<file path="src/rtl/hazard_ctrl.sv">
// Hazard controller for the 5-stage MIPS core: operand forwarding selects,
// load-use/branch/mul-div stalls and flushes, and the mul/div busy sequencer.
module hazard_ctrl #(
  parameter int MD_LATENCY = 4,
  parameter int CNT_W      = 4
) (
  input  logic       clk,
  input  logic       reset,
  input  logic [4:0] RsD,
  input  logic [4:0] RtD,
  input  logic       BranchD,
  input  logic       MDStartD,
  input  logic       HiLoReadD,
  input  logic [4:0] RsE,
  input  logic [4:0] RtE,
  input  logic [4:0] WriteRegE,
  input  logic       RegWriteE,
  input  logic       MemtoRegE,
  input  logic       MDStartE,
  input  logic [4:0] WriteRegM,
  input  logic       RegWriteM,
  input  logic       MemtoRegM,
  input  logic [4:0] WriteRegW,
  input  logic       RegWriteW,
  output logic [1:0] ForwardAE,
  output logic [1:0] ForwardBE,
  output logic       ForwardAD,
  output logic       ForwardBD,
  output logic       StallF,
  output logic       StallD,
  output logic       FlushE,
  output logic       MDBusyE,
  output logic       MDDoneE
);

  typedef enum logic {
    MD_IDLE = 1'b0,
    MD_BUSY = 1'b1
  } md_state_t;

  md_state_t        state_q, state_d;
  logic [CNT_W-1:0] cnt_q, cnt_d;
  logic             lwstall, branchstall, mdstall;

  // M-stage result is newer than W-stage, so it wins when both match.
  function automatic logic [1:0] fwd_sel(input logic [4:0] src);
    if (src != 5'd0 && RegWriteM && src == WriteRegM)
      return 2'b10;
    else if (src != 5'd0 && RegWriteW && src == WriteRegW)
      return 2'b01;
    else
      return 2'b00;
  endfunction

  assign ForwardAE = fwd_sel(RsE);
  assign ForwardBE = fwd_sel(RtE);
  assign ForwardAD = (RsD != 5'd0) && RegWriteM && (RsD == WriteRegM);
  assign ForwardBD = (RtD != 5'd0) && RegWriteM && (RtD == WriteRegM);

  assign lwstall     = MemtoRegE && ((RtE == RsD) || (RtE == RtD));
  assign branchstall = BranchD &&
                       ((RegWriteE && ((WriteRegE == RsD) || (WriteRegE == RtD))) ||
                        (MemtoRegM && ((WriteRegM == RsD) || (WriteRegM == RtD))));
  assign mdstall     = MDBusyE && (MDStartD || HiLoReadD);

  assign StallF = !reset && (lwstall || branchstall || mdstall);
  assign StallD = StallF;
  assign FlushE = StallF;

  always_ff @(posedge clk) begin
    if (reset) begin
      state_q <= MD_IDLE;
      cnt_q   <= '0;
    end else begin
      state_q <= state_d;
      cnt_q   <= cnt_d;
    end
  end

  // A start seen while busy is dropped; the D-stage stall prevents it in legal flow.
  always_comb begin
    state_d = state_q;
    cnt_d   = cnt_q;
    case (state_q)
      MD_IDLE: begin
        if (MDStartE) begin
          cnt_d   = CNT_W'(MD_LATENCY - 1);
          state_d = MD_BUSY;
        end
      end
      MD_BUSY: begin
        if (cnt_q != '0)
          cnt_d = cnt_q - 1'b1;
        else
          state_d = MD_IDLE;
      end
      default: begin
        state_d = MD_IDLE;
        cnt_d   = '0;
      end
    endcase
  end

  assign MDBusyE = (state_q == MD_BUSY);
  assign MDDoneE = MDBusyE && (cnt_q == '0);

endmodule
</file>
<file path="config.mk">
export PLATFORM = sky130hd
export DESIGN_NAME = hazard_ctrl
export DESIGN_NICKNAME = d
export VERILOG_FILES = /design/src/rtl/hazard_ctrl.sv
export SDC_FILE = /design/constraint.sdc
export NUM_CORES = 1
export LEC_CHECK = 0
export ABC_AREA = 1
export BUFFER_PORTS_ARGS = -buffer_cell sky130_fd_sc_hd__clkbuf_2
export CAP_MARGIN = 20
export CORE_ASPECT_RATIO = 0.6
export CORE_UTILIZATION = 25
export CTS_CLUSTER_DIAMETER = 150
export CTS_CLUSTER_SIZE = 20
export DETAILED_ROUTE_END_ITERATION = 8
export GPL_ROUTABILITY_DRIVEN = 1
export PLACE_DENSITY = 0.51
export SYNTH_ARGS = -nofsm -noshare
export SYNTH_HDL_FRONTEND = slang
export SYNTH_SLANG_ARGS = --single-unit
</file>
<file path="constraint.sdc">
create_clock -name clk -period 1.2 [get_ports clk]
set_input_delay 0.12 -clock clk [delete_from_list [all_inputs] [get_ports clk]]
set_output_delay 0.12 -clock clk [all_outputs]
set_load 0.05 [all_outputs]
</file>
==> impl_metrics.json, run 1 <==
{
  "synthTopCellsByArea": "nand2_1, inv_1, dfxtp_1, nor2_1, xnor2_1",
  "rows": 18,
  "antenna_found_initial": 0,
  "finalNetCount": 371,
  "setup_slack_ps": -220,
  "dr.pass1.iters": 4,
  "hpwl_microns": 3840,
  "start_util_pct": 26.4,
  "rsz0062_at_grt": "yes",
  "end_kind": "primary output",
  "fin_crit_sh_pct": 118,
  "clock_sinks": 5,
  "wl_per_cell_microns": 14.4,
  "die_h_microns": 53.2,
  "dp.cells": 372,
  "max_freq_mhz": 704,
  "syn_nets": 265,
  "holdPathStages": 2,
  "ys_ff_latch": 5,
  "dp_worst_setup_slack_ps": -394,
  "clk_latency_ps": 220,
  "final_cell_count_no_fill": 383,
  "viasPerCell": 4.81,
  "syn_inst": 218,
  "period_minus_slack_ps": 1420,
  "cts_root_buffer": "clkbuf_8",
  "arrival_ps": 1300,
  "placed_area_sq_um": 1960,
  "synth_top_area_cell": "nand2_1",
  "tightest_slew_ps": 484,
  "drive_gt1_share_pct": 65.3,
  "reg2regPathDepth": 7,
  "p_leak_uw": 0.00136,
  "synth_most_common_cell": "nand2_1",
  "post-synth-top-area-fraction_pct": 32.6,
  "post-route-drc-count": 0,
  "grt_max_degree": 7,
  "cts.reportedPaths.clkPinSlew_ps": 40,
  "clock_path_buffers": 2,
  "slew_viol_final": 0,
  "drt_wl_total_microns": 5500,
  "h-tree-depth": 1,
  "grt_overflow_total": 0,
  "grt_pass1_wl_microns": 8150,
  "vias": 1843,
  "finClkSkew_ps": 2.96,
  "wl_met1_microns": 2710,
  "synthesis.area_sq_um": 1090,
  "cts_inserted_buffers": 3,
  "route.met2.wl_microns": 2400,
  "yosysUniqueCellTypes": 26,
  "cts_tree": "done",
  "maxCapViolCount": 0,
  "async_reset_ff_share_pct": 0,
  "final_util_pct": 67.9,
  "fillerInstances": 340,
  "syn_avg_cell_area_sq_um": 5.01,
  "crit_type": "primary input to primary output",
  "required_ps": 1080,
  "grt_pass1_vias": 1707,
  "worstPathMaxFanout": 4,
  "hold_viol_final": 0,
  "diodes": 0,
  "hp-class": "primary input to flip-flop",
  "synth_edf_count": 0,
  "setup_violations": 10,
  "violations": "setup timing",
  "top_level_ports": 57,
  "yosys_most_used_dff": "dfxtp_1",
  "port_buffers": 56,
  "p_per_area_nw_per_um2": 609,
  "hold_buffers": 0,
  "ant_nets": 0,
  "startpoint_type": "primary input",
  "area_delta_synth_final_pct": 158,
  "routed.top_layer": "met4",
  "gp_congestion": 0.882,
  "route.met3.wl_microns": 325,
  "die_area_sq_um": 4650,
  "drt_iter0_markers": 85,
  "fin_area_sq_um": 2810,
  "outcome": "finished with violations",
  "track_usage_pct": 23.6,
  "yosysWarnings": 0,
  "yosysSeqAreaShare_pct": 9.16,
  "die_x_microns": 87.3,
  "core_area_sq_um": 4140,
  "slew_headroom_pct": 67.4,
  "synthTopCellsByCount": "nand2_1, inv_1, nor2_1",
  "tns_ps": -1530,
  "ir_drop_mv": 0.370
}
[per-layer routing]
metal,vias up,track usage [%]
li1,911,-
met1,862,34.1
met2,62,34.8
met3,8,5.93
met4,0,4.64
met5,-,0
[logic make-up after synthesis]
family	Yosys count	share of synthesized area, %
xor+xnor	11	8.82
compound gates	23	14.8
flops	5	9.16
simple gates	137	51.3
fa+ha+maj	1	1.15
buf+inv	41	14.8
[through the flow]
step,hold WS (ps),total power (uW)
2_1_floorplan,183,618
3_3_place_gp,386,983
3_5_place_dp,389,982
4_1_cts,161,1510
5_1_grt,182,1810
6_report,180,1710
[layout make-up]
class | count | area, sq um | share of cell area (%)
Multi-Input combinational cell | 172 | 1280 | 45.4
Tap cell | 60 | 75.1 | 2.67
Inverter | 39 | 225 | 8.00
Clock buffer | 4 | 45.0 | 1.60
Sequential cell | 5 | 106 | 3.78
Timing Repair Buffer | 103 | 1090 | 38.6
[layout by cell type, fill, tap and decap left out, types with 3 or more instances in the layout]
cell type	netlist	final
nand3_1	10	3
nor2_4	0	8
clkbuf_8	0	6
clkbuf_2	0	20
buf_8	0	10
buf_6	0	19
nor2_2	0	5
inv_8	0	3
inv_2	3	14
inv_4	0	6
buf_4	2	34
inv_1	36	13
nand3_2	0	5
nand2_1	95	58
nand2_2	0	28
nor2_1	20	7
clkbuf_16	0	8
xnor2_1	6	5
nor4_4	0	3
xor2_1	5	4
buf_12	0	5
nand2_4	0	9
[critical path, stage by stage]
cell and delay, ps:
clkbuf_16 130, inv_8 40, nand2_2 50, nand2_2 60, nor2_4 120, nand3_2 70
nand2_1 80, nand2_1 60, nand2_1 70, nand2_2 70, a21oi_4 230, buf_8 180
[repair_timing]
action / 4_1_cts / 5_1_grt
hold endpoints to repair: 0 / 0
setup endpoints to repair: 13 / 13
pin swaps: 26 / 42
setup buffers: 2 / 5
gates resized for setup: 95 / 106
[state kept, by name, indices dropped and copies added (netlist names)]
name and flops:
MDBusyE 1, cnt_q 4
[power breakdown]
| group | switching, uW | internal (uW) | leakage (uW) |
|---|---|---|---|
| clock | 88.8 | 229 | 0.0000228 |
| sequential | 26.8 | 193 | 0.0000425 |
| combinational | 601 | 574 | 0.00130 |
[path summary, 6_finish.rpt]
kind / from / slack, ps / to
worst max register to register: cnt_q[0]$_SDFFE_PP0P_ / 30 / cnt_q[3]$_SDFFE_PP0P_
worst min-delay path: reset / 180 / cnt_q[0]$_SDFFE_PP0P_
worst min register to register: cnt_q[0]$_SDFFE_PP0P_ / 480 / cnt_q[0]$_SDFFE_PP0P_
worst max-delay path: WriteRegM[1] / -220 / StallD
Power figures use the tool's default switching activity.
==> inputs of run 2 (changes only) <==
--- a/config.mk
+++ b/config.mk
@@ -15,6 +15,7 @@
 export DETAILED_ROUTE_END_ITERATION = 8
 export GPL_ROUTABILITY_DRIVEN = 1
 export PLACE_DENSITY = 0.51
+export SKIP_CTS_REPAIR_TIMING = 1
 export SYNTH_ARGS = -nofsm -noshare
 export SYNTH_HDL_FRONTEND = slang
 export SYNTH_SLANG_ARGS = --single-unit
==> run 2 against run 1 <==
  * The run still ends with setup timing left
  * Clock-buffer cell count unchanged
  * Fmax grew 1.5%
  * Die area stayed put
  * Final cell count fell by 0.26%
  * Utilization shrank 3.0 points
  * Critical path type unchanged
  * Register-to-register slack got worse by 60 ps
  * Sequential share of layout area rose by 0.17 points
  * Routed wire length decreased by 1.4%
  * Via count fell by 2.0%
  * First-iteration DRC count is 12% higher
  * Power is 2.4% lower
==> impl_metrics.json, run 2 (synthesis results as in run 1) <==
{
  "outcome": "finished with violations",
  "violations": "setup timing",
  "dr.pass1.iters": 4,
  "die_area_sq_um": 4650,
  "hp-class": "primary input to flip-flop",
  "grt_pass1_vias": 1457,
  "p_leak_uw": 0.00132,
  "start_util_pct": 26.4,
  "setup_violations": 11,
  "rsz0062_at_grt": "yes",
  "p_per_area_nw_per_um2": 622,
  "required_ps": 1080,
  "finClkSkew_ps": 4.79,
  "die_h_microns": 53.2,
  "fin_total_pwr_uw": 1670,
  "startpoint_type": "primary input",
  "drt_iter0_markers": 95,
  "fin_area_sq_um": 2690,
  "grt_max_degree": 7,
  "crit_type": "primary input to primary output",
  "antenna_found_initial": 0,
  "finalNetCount": 370,
  "sequentialPowerShare_pct": 13.2,
  "period_minus_slack_ps": 1400,
  "wl_per_cell_microns": 14.2,
  "arrival_ps": 1280,
  "regMostFlops": "cnt_q",
  "internal_power_uw": 960,
  "port_buffers": 56,
  "rows": 18,
  "post-route-drc-count": 0,
  "ant_nets": 0,
  "cts.reportedPaths.clkPinSlew_ps": 40,
  "p_sw_share_pct": 42.6,
  "layout_common_cells": "nand2_1, buf_4, buf_6",
  "grt_pass1_wl_microns": 6980,
  "die_x_microns": 87.3,
  "dp.cells": 372,
  "drt_wl_total_microns": 5430,
  "track_usage_pct": 20.2,
  "h-tree-depth": 1,
  "clock_sinks": 5,
  "maxCapViolCount": 0,
  "top_level_ports": 57,
  "worstPathMaxFanout": 5,
  "end_kind": "primary output",
  "hpwl_microns": 3840,
  "slew_headroom_pct": 67.0,
  "diodes": 0,
  "tightest_slew_ps": 490,
  "final_cell_count_no_fill": 382,
  "gp_congestion": 0.882,
  "final_util_pct": 64.9,
  "setup_slack_ps": -199,
  "core_area_sq_um": 4140,
  "slew_viol_final": 0,
  "cts_root_buffer": "clkbuf_8",
  "clock_path_buffers": 2,
  "placed_area_sq_um": 1960,
  "largest_reg_flops": 4,
  "tns_ps": -1110,
  "vias": 1806,
  "hold_viol_final": 0,
  "power_frac_comb_pct": 68.1,
  "ir_drop_mv": 0.369,
  "cts_tree": "done",
  "grt_overflow_total": 0,
  "drive_gt1_share_pct": 63.0,
  "viasPerCell": 4.73,
  "clkPwrFrac_pct": 18.7,
  "cts_inserted_buffers": 3,
  "fin_crit_sh_pct": 117,
  "area_delta_synth_final_pct": 146,
  "max_freq_mhz": 715,
  "clk_latency_ps": 220,
  "layout_commonest_cell": "nand2_1",
  "p_switching_uw": 712
}
## run 2: area by class of cell
type | instances | area, sq um
clock buffers | 4 | 45.0
fillers | 355 | 1450
inverters | 39 | 225
multi-input cells | 172 | 1270
flip-flops and latches | 5 | 106
well taps | 60 | 75.1
repair buffers | 102 | 968
## run 2: routing by layer
metal	track usage (%)	wire (microns)	vias up
met5	0	0	-
met4	1.64	61	0
met3	2.81	437	8
met2	25.3	2320	66
met1	34.5	2610	823
li1	-	-	909
## run 2: path summary, 6_finish.rpt
check,start,endpoint,cells past startpoint,slack [ps]
setup / recovery,RsD[4],StallD,10,-200
setup reg to reg,cnt_q[2]$_SDFFE_PP0P_,cnt_q[3]$_SDFFE_PP0P_,6,-30
hold reg to reg,cnt_q[0]$_SDFFE_PP0P_,cnt_q[0]$_SDFFE_PP0P_,2,490
hold / removal,reset,cnt_q[0]$_SDFFE_PP0P_,2,180
## run 2: metrics by stage
stage | hold slack, ps | worst slack [ps]
after global placement | 386 | -385
after global routing | 180 | -272
after detailed placement | 389 | -394
final | 180 | -199
after CTS | 161 | -395
after floorplan | 183 | -205
## run 2: power by group through the flow
stage / Combinational (uW) / Sequential (uW) / Clock (uW)
CTS: 777 / 208 / 317
floorplan: 397 / 221 / 0
finish: 1140 / 220 / 313
global placement: 773 / 210 / 0
global route: 1210 / 223 / 335
detailed placement: 771 / 211 / 0
## run 2: critical path: stages
cell      delay (ps)
clkbuf_2         170
inv_1             70
nand2_1           60
nand2_1           70
a21oi_2          120
nand3_1           90
nand2_1           90
a21oi_2           90
a21oi_4          200
buf_6            180
